**config.mk**
```make
export PLATFORM = sky130hd
export DESIGN_NAME = dmem_arbiter_flat
export DESIGN_NICKNAME = d
export VERILOG_FILES = /design/src/rtl/dmem_arbiter_if.sv /design/src/rtl/dmem_arbiter.sv /design/src/flat_wrapper.sv
export SDC_FILE = /design/constraint.sdc
export NUM_CORES = 1
export LEC_CHECK = 0
export ABC_CLOCK_PERIOD_IN_PS = 4270
export BUFFER_PORTS_ARGS = -buffer_cell sky130_fd_sc_hd__buf_4
export CAP_MARGIN = 20
export CORE_AREA = 4 4 114 116
export DETAILED_ROUTE_END_ITERATION = 10
export DIE_AREA = 0 0 118 120
export PLACE_DENSITY_LB_ADDON = 0.08
export SYNTH_ARGS = -nofsm -noshare
export SYNTH_HDL_FRONTEND = slang
export SYNTH_SLANG_ARGS = --single-unit
export TNS_END_PERCENT = 100
```
**constraint.sdc**
```tcl
create_clock -name clk_i -period 4.27 [get_ports clk_i]
set_input_delay 0.2135 -clock clk_i [delete_from_list [all_inputs] [get_ports clk_i]]
set_output_delay 0.2135 -clock clk_i [all_outputs]
set_load 0.03 [all_outputs]
```
**src/rtl/dmem_arbiter_if.sv**
```systemverilog
// Two-requester data memory bus: requester handshakes plus memory port.
// Environment side uses master; arbiter uses slave.
interface dmem_arbiter_if;
    logic        m0_req_i;
    logic        m0_we_i;
    logic [31:0] m0_addr_i;
    logic [31:0] m0_wdata_i;
    logic        m0_gnt_o;
    logic        m0_rvalid_o;
    logic [31:0] m0_rdata_o;
    logic        m0_err_o;

    logic        m1_req_i;
    logic        m1_we_i;
    logic [31:0] m1_addr_i;
    logic [31:0] m1_wdata_i;
    logic        m1_gnt_o;
    logic        m1_rvalid_o;
    logic [31:0] m1_rdata_o;
    logic        m1_err_o;

    logic [31:0] mem_addr_o;
    logic [31:0] mem_wdata_o;
    logic        mem_read_o;
    logic        mem_write_o;
    logic [31:0] mem_rdata_i;

    modport master (
        output m0_req_i, m0_we_i, m0_addr_i, m0_wdata_i,
        input  m0_gnt_o, m0_rvalid_o, m0_rdata_o, m0_err_o,
        output m1_req_i, m1_we_i, m1_addr_i, m1_wdata_i,
        input  m1_gnt_o, m1_rvalid_o, m1_rdata_o, m1_err_o,
        input  mem_addr_o, mem_wdata_o, mem_read_o, mem_write_o,
        output mem_rdata_i
    );

    modport slave (
        input  m0_req_i, m0_we_i, m0_addr_i, m0_wdata_i,
        output m0_gnt_o, m0_rvalid_o, m0_rdata_o, m0_err_o,
        input  m1_req_i, m1_we_i, m1_addr_i, m1_wdata_i,
        output m1_gnt_o, m1_rvalid_o, m1_rdata_o, m1_err_o,
        output mem_addr_o, mem_wdata_o, mem_read_o, mem_write_o,
        input  mem_rdata_i
    );
endinterface

```
**src/rtl/dmem_arbiter.sv**
```systemverilog
// Round-robin arbiter sharing one word-wide data memory between two requesters.
// One access per grant cycle; response registered one cycle later.
module dmem_arbiter #(
    parameter int unsigned MEM_BYTES = 32,
    parameter bit          RR_INIT   = 1'b1
) (
    input logic         clk_i,
    input logic         rst_i,
    dmem_arbiter_if.slave bus
);

    typedef enum logic [1:0] {
        IDLE = 2'd0,
        G0   = 2'd1,
        G1   = 2'd2
    } state_t;

    localparam logic [31:0] LAST_WORD = 32'(MEM_BYTES - 4);

    state_t      state;
    logic        last_grant;
    logic        active;
    logic        legal;
    logic        go;
    logic        sel_we;
    logic [31:0] sel_addr;
    logic [31:0] sel_wdata;

    logic        m0_rvalid, m1_rvalid;
    logic        m0_err, m1_err;
    logic [31:0] m0_rdata, m1_rdata;

    always_comb begin
        active    = 1'b0;
        sel_we    = 1'b0;
        sel_addr  = '0;
        sel_wdata = '0;
        case (state)
            G0: begin
                active    = 1'b1;
                sel_we    = bus.m0_we_i;
                sel_addr  = bus.m0_addr_i;
                sel_wdata = bus.m0_wdata_i;
            end
            G1: begin
                active    = 1'b1;
                sel_we    = bus.m1_we_i;
                sel_addr  = bus.m1_addr_i;
                sel_wdata = bus.m1_wdata_i;
            end
            default: ;
        endcase
    end

    assign legal = (sel_addr[1:0] == 2'b00) && (sel_addr <= LAST_WORD);
    // Reset masks the strobes so a grant in flight can never write memory.
    assign go    = active & legal & ~rst_i;

    assign bus.mem_write_o = go & sel_we;
    assign bus.mem_read_o  = go & ~sel_we;
    assign bus.mem_addr_o  = go ? sel_addr : '0;
    assign bus.mem_wdata_o = go ? sel_wdata : '0;

    assign bus.m0_gnt_o    = (state == G0) & ~rst_i;
    assign bus.m1_gnt_o    = (state == G1) & ~rst_i;
    assign bus.m0_rvalid_o = m0_rvalid;
    assign bus.m1_rvalid_o = m1_rvalid;
    assign bus.m0_err_o    = m0_err;
    assign bus.m1_err_o    = m1_err;
    assign bus.m0_rdata_o  = m0_rdata;
    assign bus.m1_rdata_o  = m1_rdata;

    always_ff @(posedge clk_i) begin
        if (rst_i) begin
            state      <= IDLE;
            last_grant <= RR_INIT;
            m0_rvalid  <= 1'b0;
            m1_rvalid  <= 1'b0;
            m0_err     <= 1'b0;
            m1_err     <= 1'b0;
            m0_rdata   <= '0;
            m1_rdata   <= '0;
        end else begin
            m0_rvalid <= (state == G0);
            m1_rvalid <= (state == G1);
            m0_err    <= (state == G0) & ~legal;
            m1_err    <= (state == G1) & ~legal;
            if (state == G0)
                m0_rdata <= (legal & ~sel_we) ? bus.mem_rdata_i : '0;
            if (state == G1)
                m1_rdata <= (legal & ~sel_we) ? bus.mem_rdata_i : '0;

            case (state)
                IDLE: begin
                    // last_grant == 1 means m1 was served last, so m0 wins a tie.
                    if (bus.m0_req_i && bus.m1_req_i)
                        state <= last_grant ? G0 : G1;
                    else if (bus.m0_req_i)
                        state <= G0;
                    else if (bus.m1_req_i)
                        state <= G1;
                end
                G0: begin
                    last_grant <= 1'b0;
                    state      <= bus.m1_req_i ? G1 : IDLE;
                end
                G1: begin
                    last_grant <= 1'b1;
                    state      <= bus.m0_req_i ? G0 : IDLE;
                end
                default: state <= IDLE;
            endcase
        end
    end

endmodule

```
**src/flat_wrapper.sv**
```systemverilog
// flat-port wrapper written by rule: the top's interface ports become plain ports
module dmem_arbiter_flat 
#(
    parameter int unsigned MEM_BYTES = 32,
    parameter bit          RR_INIT   = 1'b1
)
  (clk_i, rst_i, bus_m0_req_i, bus_m0_we_i, bus_m0_addr_i, bus_m0_wdata_i, bus_m0_gnt_o, bus_m0_rvalid_o, bus_m0_rdata_o, bus_m0_err_o, bus_m1_req_i, bus_m1_we_i, bus_m1_addr_i, bus_m1_wdata_i, bus_m1_gnt_o, bus_m1_rvalid_o, bus_m1_rdata_o, bus_m1_err_o, bus_mem_addr_o, bus_mem_wdata_o, bus_mem_read_o, bus_mem_write_o, bus_mem_rdata_i);
  dmem_arbiter_if bus_i ();
  input logic clk_i;
  input logic rst_i;
  input wire logic [$bits(bus_i.m0_req_i)-1:0] bus_m0_req_i;
  input wire logic [$bits(bus_i.m0_we_i)-1:0] bus_m0_we_i;
  input wire logic [$bits(bus_i.m0_addr_i)-1:0] bus_m0_addr_i;
  input wire logic [$bits(bus_i.m0_wdata_i)-1:0] bus_m0_wdata_i;
  output wire logic [$bits(bus_i.m0_gnt_o)-1:0] bus_m0_gnt_o;
  output wire logic [$bits(bus_i.m0_rvalid_o)-1:0] bus_m0_rvalid_o;
  output wire logic [$bits(bus_i.m0_rdata_o)-1:0] bus_m0_rdata_o;
  output wire logic [$bits(bus_i.m0_err_o)-1:0] bus_m0_err_o;
  input wire logic [$bits(bus_i.m1_req_i)-1:0] bus_m1_req_i;
  input wire logic [$bits(bus_i.m1_we_i)-1:0] bus_m1_we_i;
  input wire logic [$bits(bus_i.m1_addr_i)-1:0] bus_m1_addr_i;
  input wire logic [$bits(bus_i.m1_wdata_i)-1:0] bus_m1_wdata_i;
  output wire logic [$bits(bus_i.m1_gnt_o)-1:0] bus_m1_gnt_o;
  output wire logic [$bits(bus_i.m1_rvalid_o)-1:0] bus_m1_rvalid_o;
  output wire logic [$bits(bus_i.m1_rdata_o)-1:0] bus_m1_rdata_o;
  output wire logic [$bits(bus_i.m1_err_o)-1:0] bus_m1_err_o;
  output wire logic [$bits(bus_i.mem_addr_o)-1:0] bus_mem_addr_o;
  output wire logic [$bits(bus_i.mem_wdata_o)-1:0] bus_mem_wdata_o;
  output wire logic [$bits(bus_i.mem_read_o)-1:0] bus_mem_read_o;
  output wire logic [$bits(bus_i.mem_write_o)-1:0] bus_mem_write_o;
  input wire logic [$bits(bus_i.mem_rdata_i)-1:0] bus_mem_rdata_i;
  assign bus_i.m0_req_i = bus_m0_req_i;
  assign bus_i.m0_we_i = bus_m0_we_i;
  assign bus_i.m0_addr_i = bus_m0_addr_i;
  assign bus_i.m0_wdata_i = bus_m0_wdata_i;
  assign bus_m0_gnt_o = bus_i.m0_gnt_o;
  assign bus_m0_rvalid_o = bus_i.m0_rvalid_o;
  assign bus_m0_rdata_o = bus_i.m0_rdata_o;
  assign bus_m0_err_o = bus_i.m0_err_o;
  assign bus_i.m1_req_i = bus_m1_req_i;
  assign bus_i.m1_we_i = bus_m1_we_i;
  assign bus_i.m1_addr_i = bus_m1_addr_i;
  assign bus_i.m1_wdata_i = bus_m1_wdata_i;
  assign bus_m1_gnt_o = bus_i.m1_gnt_o;
  assign bus_m1_rvalid_o = bus_i.m1_rvalid_o;
  assign bus_m1_rdata_o = bus_i.m1_rdata_o;
  assign bus_m1_err_o = bus_i.m1_err_o;
  assign bus_mem_addr_o = bus_i.mem_addr_o;
  assign bus_mem_wdata_o = bus_i.mem_wdata_o;
  assign bus_mem_read_o = bus_i.mem_read_o;
  assign bus_mem_write_o = bus_i.mem_write_o;
  assign bus_i.mem_rdata_i = bus_mem_rdata_i;
  dmem_arbiter #(.MEM_BYTES(MEM_BYTES), .RR_INIT(RR_INIT)) u_core (.clk_i(clk_i), .rst_i(rst_i), .bus(bus_i));
endmodule
```
==> results of run 1 <==
synthesized netlist by cell type (all sizes together):
master / n
a211o: 2
a211oi: 1
a21oi: 4
a221oi: 1
a22o: 1
a22oi: 35
a311oi: 1
a41oi: 1
and2: 1
buf: 43
clkbuf: 37
conb: 1
dfxtp: 71
ha: 4
inv: 3
nand2: 68
nand2b: 1
nand3: 1
nand3b: 1
nand4: 1
nand4b: 1
nor2: 1
nor2b: 4
nor3: 39
nor3b: 3
nor4: 6
o211ai: 1
o21a: 2
o21ai: 2
o31ai: 64
o41ai: 2
or3: 1
or3b: 65
or4: 4
worst max-delay path, stage by stage, from the launching register on:
cell and delay [ns]:
dfxtp_1 0.34, inv_1 0.09, ha_2 0.35, buf_4 0.53, nor2b_2 0.56, buf_4 0.38, buf_4 0.22
power groups by stage:
stage	clock, mW	combinational [mW]	sequential (mW)
finish	0.799	0.812	0.743
global route	0.852	0.867	0.750
CTS	0.814	0.817	0.743
detailed placement	0	0.816	0.757
global placement	0	0.809	0.755
floorplan	0	0.452	0.851
through the flow:
step,hold slack (ns),instance area (µm²)
floorplan,0.3528,4548
global placement,0.4808,6367
detailed placement,0.4851,6367
CTS,0.1299,6683
global route,0.1434,6683
finish,0.1389,6683
final cells by class:
type | instances | area, µm² | share of cell area, %
multi-input combinational | 347 | 2651 | 39.67
timing repair buffer | 278 | 2100 | 31.42
sequential | 71 | 1421 | 21.27
clock buffer | 11 | 232.7 | 3.482
tap | 147 | 183.9 | 2.752
clock inverter | 5 | 82.58 | 1.236
inverter | 3 | 11.26 | 0.1685
routing by layer:
metal	routed length (µm)	global-route usage, %
met1	6730	26.96
met2	8204	37.19
met3	1009	5.042
met4	270	6.520
met5	0	0
logic make-up after synthesis:
family | Yosys count
fa+ha+maj | 4
simple gates | 197
compound gates | 117
flops | 71
other cells | 1
buf+inv | 83
registers in the layout, indices dropped and copies added (netlist names):
name                    count
u_core.bus.m0_err_o         1
u_core.bus.m1_rvalid_o      1
u_core.bus.m0_rvalid_o      1
u_core.bus.m1_err_o         1
u_core.last_grant           1
u_core.bus.m0_rdata_o      32
u_core.state                2
u_core.bus.m1_rdata_o      32
worst max-delay path by stage:
stage,from,to,slack [ns],cells after the start
finish,u_core.state[0],bus_m1_gnt_o,1.20,6
global route,u_core.state[0],bus_m1_gnt_o,1.0,6
CTS,u_core.state[0],bus_m1_gnt_o,1.19,6
detailed placement,bus_m1_addr_i[30],bus_mem_wdata_o[0],1.35,6
global placement,bus_m1_addr_i[30],bus_mem_read_o,1.44,6
floorplan,u_core.state[0],bus_mem_read_o,1.76,7
==> key figures, run 1 <==
Status
  • Outcome: complete, no violations

Power and ir drop
  • Sequential power share: around a third
  • Switching Fraction: roughly a third
  • Clock share of power: between 30% and 40%
  • Int Pwr: 1.523 mW
  • Leakage: 2.881 nW
  • P_sw: 0.8301 mW
  • VDD IR-drop max: roughly 0.25 mV
  • Comb power frac: roughly 35%
  • PD cells: ~350 nW/µm²
  • Overall power: between 2 and 2.5 mW

Die
  • DIE WIDTH: about 120 µm
  • Io pins: between 300 and 400
  • # rows: 40
  • Starting Density: a little under two fifths
  • Die ar.: 14160 µm²
  • Core Area: around 12000 µm²
  • Die Y: 120 µm

STA
  • Endpoints failing setup: 0
  • Max_slew headroom: around 29%
  • Sum of negative setup slack: 0 ns
  • Crit path time final: ~3.1 ns
  • RSZ-0062 raised after global routing: false
  • Fmax: ~330 MHz
  • Skew final: 0.005904 ns
  • Post-route setup slack: 1.204 ns
  • Worst Tran Pin Value: around 1.1 ns
  • Period utilization: between 70 and 80%
  • Max-slew violations: 0
  • Final hold viol count: 0

Drt
  • Routed wire length: about 16000 µm
  • Via-to-Cell Ratio: 5.121
  • Post-DR wirelength/cell: about 19 µm
  • ANT nets after route: 0
  • First-pass DRT Iterations: 5
  • Initial DRC Count: approximately 340
  • Vias: roughly 4400
  • Residual DRC: 0

Global route
  • Initial antenna violation count: 0
  • Number of global-route vias before repair: 4320
  • Total Routing Usage GR: between 20% and 30%
  • Largest net degree at the start of global routing: between 70 and 80
  • First-pass GRT wire length: 24760 µm
  • Grt ovf: 0

Hold path
  • WHS Path Cells: 3
  • Hold path startpoint: bus_mem_rdata_i[18]
  • Worst hold path endpoint: u_core.bus.m0_rdata_o[18]
  • Worst hold path type: in -> reg

Critical path
  • Worst r2r dst: u_core.bus.m1_rdata_o[13]
  • Endpoint class of the critical path: primary output
  • R2R Setup Slk: ~1.5 ns
  • Reg2reg start: u_core.state[1]
  • Setup Crit Path Kind: reg -> out
  • CP Max Fanout: about 60
  • Crit path DAT: roughly 2.9 ns
  • WP data required: 4.06 ns
  • R2R depth: 7
  • CP startpoint kind: flop

Final layout
  • Area grow syn2layout: 50.41%
  • Nets: roughly 900
  • Core Util, Final: between 50% and 60%
  • Cell Count, Final, Fillers Out: 862
  • Most frequent cells in the layout: buf_4, dfxtp_1, nand2_1, or3b_2, o31ai_2
  • Share of cells above drive strength 1: between 60% and 70%
  • Filler cells: between 1000 and 1500
  • Antenna cells: 0
  • Commonest non-fill, non-tap cell in the layout: buf_4

CTS
  • Worst-Skew Late Latency: 0.33 ns
  • CTS tree: done
  • Post-CTS setup buffers: 0
  • Clock Pin Slew Worst Setup and Hold Paths: ~0.060 ns
  • Maximum clock insertion buffer count: 2
  • CTS buffer count: 9
  • Htree depth: 3
  • Root buffer cell: clkbuf_16
  • Post-cts gate resize count: 0
  • CTS hold repair buffers: 0
  • CTS Sinks: between 70 and 80

Synth
  • Synth warnings: 0
  • Complex-gate fraction of the synthesized area: 24.75%
  • Simple-gate portion of the synthesized area: between 30% and 40%
  • Yosys cell types: 40
  • Average cell area after synthesis: roughly 9.4 µm²
  • Register area share after synthesis: around a third
  • Synth top area share: between 30% and 40%
  • Register bit count reported by yosys: 71
  • Fraction of synthesized area in multiplexers: 0%
  • Largest area contributor in the netlist: dfxtp_1
  • Main combinational cell family by area after synthesis: simple AND/OR/NAND/NOR gates
  • Synth Area in XOR/XNOR: 0%
  • Largest cells by area after synthesis: dfxtp_1, or3b_2, o31ai_2, nor3_2, a22oi_1
  • Synth Instances: between 400 and 500
  • Adder-Cell Fraction of Synth Area: about 1.1%
  • Mapped Area: approximately 4400 µm²

Placement
  • Port Buffers: 272
  • RD Place Congestion: between 0.8 and 0.9
  • Post-Place Cells: between 800 and 900
  • Final HPWL DP: between 10000 and 15000 µm
  • Pre-CTS setup slack: about 1.3 ns

Flow run
  • Max_cap viols: 0
Power figures use the tool's default switching activity.
==> run 2, diff against run 1 <==
- ABC_CLOCK_PERIOD_IN_PS: 4270 -> 3120
- clock period: 4.27 -> 3.12 ns (I/O delays scaled with it)
==> run 2 against run 1 <==
- non-clock buffer count increased by 5
- hold slack worse by 0.063 ns
- routed wire length decreased by 0.90%
- combinational power increased by 39%
- critical path depth did not move
- critical endpoint unchanged
==> key figures, run 2 (synthesis gave the netlist of run 1 again) <==
Drt
  • Vias: 4401 (was 4414)
  • Post-DR wirelength/cell: 18.53 µm (was 18.81 µm)
  • Residual DRC: 0 (unchanged)
  • Routed wire length: 16070 µm (was 16220 µm)
  • Via-to-Cell Ratio: 5.076 (was 5.121)
  • First-pass DRT Iterations: 4 (was 5)
  • ANT nets after route: 0 (unchanged)
  • Initial DRC Count: 269 (was 337)

STA
  • Endpoints failing setup: 0 (unchanged)
  • RSZ-0062 raised after global routing: false (unchanged)
  • Fmax: between 300 and 400 MHz
  • Skew final: 0.006985 ns (was 0.005904 ns)
  • Final hold viol count: 0 (unchanged)
  • Sum of negative setup slack: 0 ns (unchanged)
  • Period utilization: between 90 and 100%
  • WHS: 0.07576 ns (was 0.1389 ns)
  • Max-slew violations: 0 (unchanged)
  • Crit path time final: roughly 2.9 ns
  • Worst Tran Pin Value: 0.6393 ns (was 1.071 ns)
  • Post-route setup slack: 0.2486 ns (was 1.204 ns)
  • Max_slew headroom: 57.38% (was 28.58%)

Die
  • Core Area: 11910 µm² (unchanged)
  • # rows: 40 (unchanged)
  • Die Y: 120 µm (unchanged)
  • DIE WIDTH: 118 µm (unchanged)
  • Io pins: 302 (unchanged)
  • Starting Density: 37.30% (unchanged)
  • Die ar.: 14160 µm² (unchanged)

Placement
  • Pre-CTS setup slack: 0.5266 ns (was 1.350 ns)
  • Port Buffers: 272 (unchanged)
  • Post-place instance area: 6430 µm² (was 6367 µm²)
  • RD Place Congestion: 0.8442 (was 0.8312)
  • Post-Place Cells: 851 (was 846)
  • Final HPWL DP: 12010 µm (was 11950 µm)

Final layout
  • Share of cells above drive strength 1: 61.81% (was 61.40%)
  • Commonest non-fill, non-tap cell in the layout: buf_4 (unchanged)
  • Cell Count, Final, Fillers Out: 867 (was 862)
  • Core Util, Final: 56.58% (was 56.10%)
  • Area grow syn2layout: 51.68% (was 50.41%)
  • Antenna cells: 0 (unchanged)
  • Most frequent cells in the layout: buf_4, dfxtp_1, nand2_1, or3b_2, o31ai_2 (unchanged)
  • Cell area after layout: 6739 µm² (was 6683 µm²)
  • Nets: 885 (was 880)

CTS
  • Root buffer cell: clkbuf_16 (unchanged)
  • CTS Sinks: 71 (unchanged)
  • CTS hold repair buffers: 0 (unchanged)
  • Clock Pin Slew Worst Setup and Hold Paths: 0.06 ns (about the same)
  • Post-CTS setup buffers: 0 (unchanged)
  • CTS tree: done (unchanged)
  • CTS buffer count: 9 (unchanged)
  • Post-cts gate resize count: 0 (unchanged)
  • Maximum clock insertion buffer count: 2 (unchanged)
  • Htree depth: 3 (unchanged)
  • Worst-Skew Late Latency: 0.33 ns (about the same)

Critical path
  • Cells along the critical path: inv_1 -> ha_2 -> buf_4 -> nor2b_2 -> buf_12 -> buf_4 (was inv_1 -> ha_2 -> buf_4 -> nor2b_2 -> buf_4 -> buf_4)
  • CP bufs+invs: 4 (unchanged)
  • WP data required: 2.96 ns (was 4.06 ns)
  • Endpoint class of the critical path: primary output (unchanged)
  • Setup Crit Path Kind: reg -> out (unchanged)
  • R2R depth: 7 (unchanged)
  • Most common cell on crit path: buf_4 (unchanged)
  • CP startpoint kind: flop (unchanged)
  • Crit path DAT: 2.72 ns (was 2.85 ns)
  • CP Max Fanout: 54 (was 61)
  • Slowest stage delay, CP: 0.58 ns (was 0.56 ns)
  • Worst path depth: 6 (unchanged)
  • Delay-heaviest family, CP: buffers and inverters (unchanged)
  • Crit-path slowest cell: nor2b_2 (unchanged)

Global route
  • First-pass GRT wire length: 24630 µm (was 24760 µm)
  • Number of global-route vias before repair: 4427 (was 4320)
  • Total Routing Usage GR: 21.40% (was 21.63%)
  • Initial antenna violation count: 1 (was 0)
  • Largest net degree at the start of global routing: 73 (unchanged)
  • Grt ovf: 0 (unchanged)

Status
  • Outcome: complete, no violations (unchanged)

Power and ir drop
  • Leakage: 2.912 nW (was 2.881 nW)
  • Overall power: 3.202 mW (was 2.353 mW)
  • PD cells: 475.2 nW/µm² (was 352.2 nW/µm²)
  • VDD IR-drop max: 0.2784 mV (was 0.2464 mV)

Flow run
  • Max_cap viols: 0 (unchanged)

Hold path
  • WHS Path Cells: 3 (unchanged)
  • Worst hold path type: in -> reg (unchanged)
[run 2: cell types whose count changed in the layout (fill, tap and decap cells not counted), sizes merged]
cell / delta
bufinv: -1
inv: +1
clkbuf: +1
clkinv: -1
buf: +5
[run 2: worst paths after layout]
check / to / startpoint / slack, ns
worst max-delay path: bus_m1_gnt_o / u_core.state[0] / 0.25
worst min-delay path: u_core.bus.m1_rdata_o[27] / bus_mem_rdata_i[27] / 0.08
worst max register to register: u_core.bus.m1_rdata_o[31] / u_core.state[0] / 0.54
worst min register to register: u_core.last_grant / u_core.last_grant / 0.49
[run 2: worst min-delay path, cell delays in order]
cell and delay, ns:
buf_4 0.11, nand2_1 0.05, o31ai_1 0.05
[run 2: layer usage]
metal / track usage, % / vias up / part of all wire (%) / routed length, µm
met5: 0 / - / 0.044 / 7
met4: 8.205 / 2 / 2.7 / 439
met3: 6.221 / 29 / 7.2 / 1149
met2: 36.18 / 166 / 49 / 7950
met1: 25.69 / 2035 / 41 / 6523
li1: - / 2169 / - / -
[run 2: layout make-up]
type	instances	area, µm²
clock buffers	12	256.5
clock inverters	4	52.55
fillers	1103	5172
inverters	3	11.26
multi-input cells	347	2651
flip-flops and latches	71	1421
well taps	147	183.9
repair buffers	283	2162
[run 2: where the power goes]
group          switching, mW  internal, mW
Clock                  0.387         0.665
Sequential            0.0376         0.981
Combinational          0.707         0.424
==> run 3, diff against run 2 <==
- ABC_AREA: not set -> 1
- CORE_AREA: 4 4 114 116 -> 4 4 115 117
- DIE_AREA: 0 0 118 120 -> 0 0 119 121
==> run 3 against run 2 <==
- maximum frequency decreased by 1.6%
- critical path depth increased by 9
- hold slack got worse by 0.013 ns
- sequential share of layout area increased by 1.1 points
- clock power decreased by 8%
- clock-buffer cell count decreased by 1
- core utilization decreased by 4.7 points
- routed wire length increased by 2.4%
- die area increased by 1.7%
- design area decreased by 4.8%
- critical endpoint is now bus_mem_wdata_o[27]
- largest cell class unchanged
- largest power group unchanged
==> key figures, run 3 <==
Synth
  • Commonest cells post-synth: nand2_1, dfxtp_1, o21ai_0 (was dfxtp_1, nand2_1, or3b_2)
  • Average cell area after synthesis: 6.944 µm² (was 9.393 µm²)
  • Largest area contributor in the netlist: dfxtp_1 (unchanged)
  • Mapped Area: 4041 µm² (was 4443 µm²)
  • Most common cell in the synthesized netlist: nand2_1 (was dfxtp_1)
  • Synth Instances: 582 (was 473)
  • Post-synth EDFFs: 0 (unchanged)
  • Main synth FF type: dfxtp_1 (unchanged)
  • Largest cells by area after synthesis: dfxtp_1, nand2_1, o21ai_0, a21oi_1, a22o_1 (was dfxtp_1, or3b_2, o31ai_2, nor3_2, a22oi_1)
  • Yosys cell types: 24 (was 40)
  • Register area share after synthesis: 35.17% (was 31.99%)
  • Synth warnings: 0 (unchanged)
  • Register bit count reported by yosys: 71 (unchanged)
  • Post-synthesis async set-or-reset flop share: 0% (unchanged)
  • Synth top area share: 35.17% (was 31.99%)

Placement
  • Port Buffers: 272 (unchanged)
  • RD Place Congestion: 0.8744 (was 0.8442)
  • Final HPWL DP: 11990 µm (was 12010 µm)
  • Post-place instance area: 6050 µm² (was 6430 µm²)
  • Pre-CTS setup slack: 0.1236 ns (was 0.5266 ns)

Power and ir drop
  • Leakage: 3.112 nW (was 2.912 nW)
  • PD cells: 586.7 nW/µm² (was 475.2 nW/µm²)
  • VDD IR-drop max: 0.3541 mV (was 0.2784 mV)

Global route
  • Grt ovf: 0 (unchanged)
  • Number of global-route vias before repair: 4634 (was 4427)
  • GR Layer Usage met1: 23.36% (was 25.69%)
  • GR peak layer: met2 (unchanged)
  • Met3 Usage GRT: 5.828% (was 6.221%)
  • First-pass GRT wire length: 24420 µm (was 24630 µm)
  • M2 GR Usage: 38.26% (was 36.18%)
  • Largest net degree at the start of global routing: 85 (was 73)
  • Total Routing Usage GR: 21.19% (was 21.40%)
  • Initial antenna violation count: 0 (was 1)

Final layout
  • Area grow syn2layout: 58.76% (was 51.68%)
  • Nets: 997 (was 885)
  • Cell area after layout: 6416 µm² (was 6739 µm²)
  • Antenna cells: 0 (unchanged)
  • Commonest non-fill, non-tap cell in the layout: buf_4 (unchanged)
  • Most frequent cells in the layout: buf_4, nand2_1, dfxtp_1, o21ai_0, a21oi_1 (was buf_4, dfxtp_1, nand2_1, or3b_2, o31ai_2)
  • Share of cells above drive strength 1: 39.66% (was 61.81%)

CTS
  • Clock Pin Slew Worst Setup and Hold Paths: 0.06 ns (about the same)
  • CTS Sinks: 71 (unchanged)
  • Htree depth: 3 (unchanged)
  • Worst-Skew Late Latency: 0.33 ns (about the same)
  • CTS buffer count: 9 (unchanged)
  • Root buffer cell: clkbuf_16 (unchanged)
  • Maximum clock insertion buffer count: 2 (unchanged)
  • CTS tree: done (unchanged)

Status
  • Outcome: complete, no violations (unchanged)

Die
  • DIE WIDTH: 119 µm (was 118 µm)
  • Die Y: 121 µm (was 120 µm)
  • Die ar.: 14400 µm² (was 14160 µm²)
  • Io pins: 302 (unchanged)
  • Core Area: 12360 µm² (was 11910 µm²)
  • # rows: 41 (was 40)
  • Starting Density: 32.69% (was 37.30%)

Critical path
  • CP startpoint kind: flop (unchanged)
  • WP data required: 2.96 ns (about the same)
  • Setup Crit Path Kind: reg -> out (unchanged)
  • R2R depth: 13 (was 7)
  • Worst r2r dst: u_core.bus.m1_rdata_o[28] (was u_core.bus.m1_rdata_o[31])
  • CP Max Fanout: 19 (was 54)
  • R2R Setup Slk: 0.64 ns (was 0.54 ns)
  • Crit path DAT: 2.76 ns (was 2.72 ns)
  • Reg2reg start: u_core.state[0] (unchanged)
  • Endpoint class of the critical path: primary output (unchanged)

Drt
  • ANT nets after route: 0 (unchanged)
  • Residual DRC: 0 (unchanged)
  • First-pass DRT Iterations: 5 (was 4)
  • Initial DRC Count: 202 (was 269)
  • Via-to-Cell Ratio: 4.827 (was 5.076)
  • Routed wire length: 16460 µm (was 16070 µm)
  • Vias: 4846 (was 4401)
  • Post-DR wirelength/cell: 16.39 µm (was 18.53 µm)

Hold path
  • Hold path startpoint: rst_i (was bus_mem_rdata_i[27])
  • Worst hold path endpoint: u_core.state[0] (was u_core.bus.m1_rdata_o[27])
  • Worst hold path type: in -> reg (unchanged)
  • WHS Path Cells: 2 (was 3)

Flow run
  • Max_cap viols: 0 (unchanged)

STA
  • Worst Tran Pin Value: 0.8828 ns (was 0.6393 ns)
  • Max_slew headroom: 41.08% (was 57.38%)
  • RSZ-0062 raised after global routing: false (unchanged)
  • Fmax: 342.5 MHz (was 348.3 MHz)
  • Sum of negative setup slack: 0 ns (unchanged)
  • Final hold viol count: 0 (unchanged)
  • WHS: 0.06259 ns (was 0.07576 ns)
  • Crit path time final: 2.919 ns (was 2.871 ns)
  • Post-route setup slack: 0.2005 ns (was 0.2486 ns)
  • Max-slew violations: 0 (unchanged)
  • Period utilization: 93.57% (was 92.03%)
  • Skew final: 0.008593 ns (was 0.006985 ns)
  • Endpoints failing setup: 0 (unchanged)
## run 3: through the flow
step	std cells	util, %	power, mW
finish	1004	51.90	3.764
detailed placement	984	48.93	2.754
CTS	1003	51.76	3.785
global route	1004	51.90	3.973
global placement	984	48.93	2.730
floorplan	610	-	2.191
## run 3: critical path, cell delays in order (launching register included)
cell,delay (ns)
dfxtp_2,0.38
inv_1,0.12
ha_4,0.29
buf_4,0.21
nand2_1,0.09
inv_2,0.11
nand2_1,0.08
nand2_1,0.05
nor2_1,0.08
nand3_1,0.10
nor2_2,0.16
and2_4,0.24
nand3_4,0.09
buf_12,0.20
nor2_1,0.09
buf_4,0.16
## run 3: report_power, final
group / switching [mW] / total (mW) / internal (mW)
registers: 0.0638 / 1.10 / 1.03
clock network: 0.396 / 0.963 / 0.567
logic: 1.11 / 1.70 / 0.595
## run 3: worst max-delay path by stage
stage / slack (ns) / endpoint / startpoint
final: 0.20 / bus_mem_wdata_o[27] / u_core.state[0]
after global routing: 0.02 / bus_mem_wdata_o[2] / u_core.state[0]
after CTS: 0.07 / bus_mem_wdata_o[27] / u_core.state[0]
after detailed placement: 0.12 / bus_mem_wdata_o[0] / u_core.state[0]
after global placement: 0.24 / bus_mem_wdata_o[9] / u_core.state[0]
after floorplan: 0.65 / bus_mem_addr_o[3] / u_core.state[0]
## run 3: per-layer routing
layer / vias to the layer above / wire [µm]
li1: 2396 / -
met1: 2232 / 6196
met2: 186 / 8499
met3: 32 / 1293
met4: 0 / 469
met5: - / 0
## run 3: timing repair
| item | in CTS | in global routing |
|---|---|---|
| setup buffers | 1 | 1 |
| resized for setup | 4 | 6 |
| pin swaps | 0 | 2 |
| hold buffers | 0 | 0 |
| gates cloned | 2 | 0 |
| endpoints found under the setup margin | 36 | 36 |
## run 3: cell families after synthesis
| logic type | Yosys count | share of synthesized area, % |
|---|---|---|
| other | 1 | 0.09279 |
| buffers and inverters | 122 | 15.17 |
| adder cells (fa/ha/maj) | 4 | 1.238 |
| AO/OA/AOI/OAI | 172 | 24.64 |
| AND/OR/NAND/NOR | 212 | 23.68 |
| flip-flops | 71 | 35.17 |
## run 3: area by class of cell
type	count	area (µm²)
timing repair buffer	283	2137
sequential	71	1424
clock buffer	11	242.7
fill	1244	5947
clock inverter	5	38.79
tap	172	215.2
multi-input combinational	419	2197
inverter	43	161.4
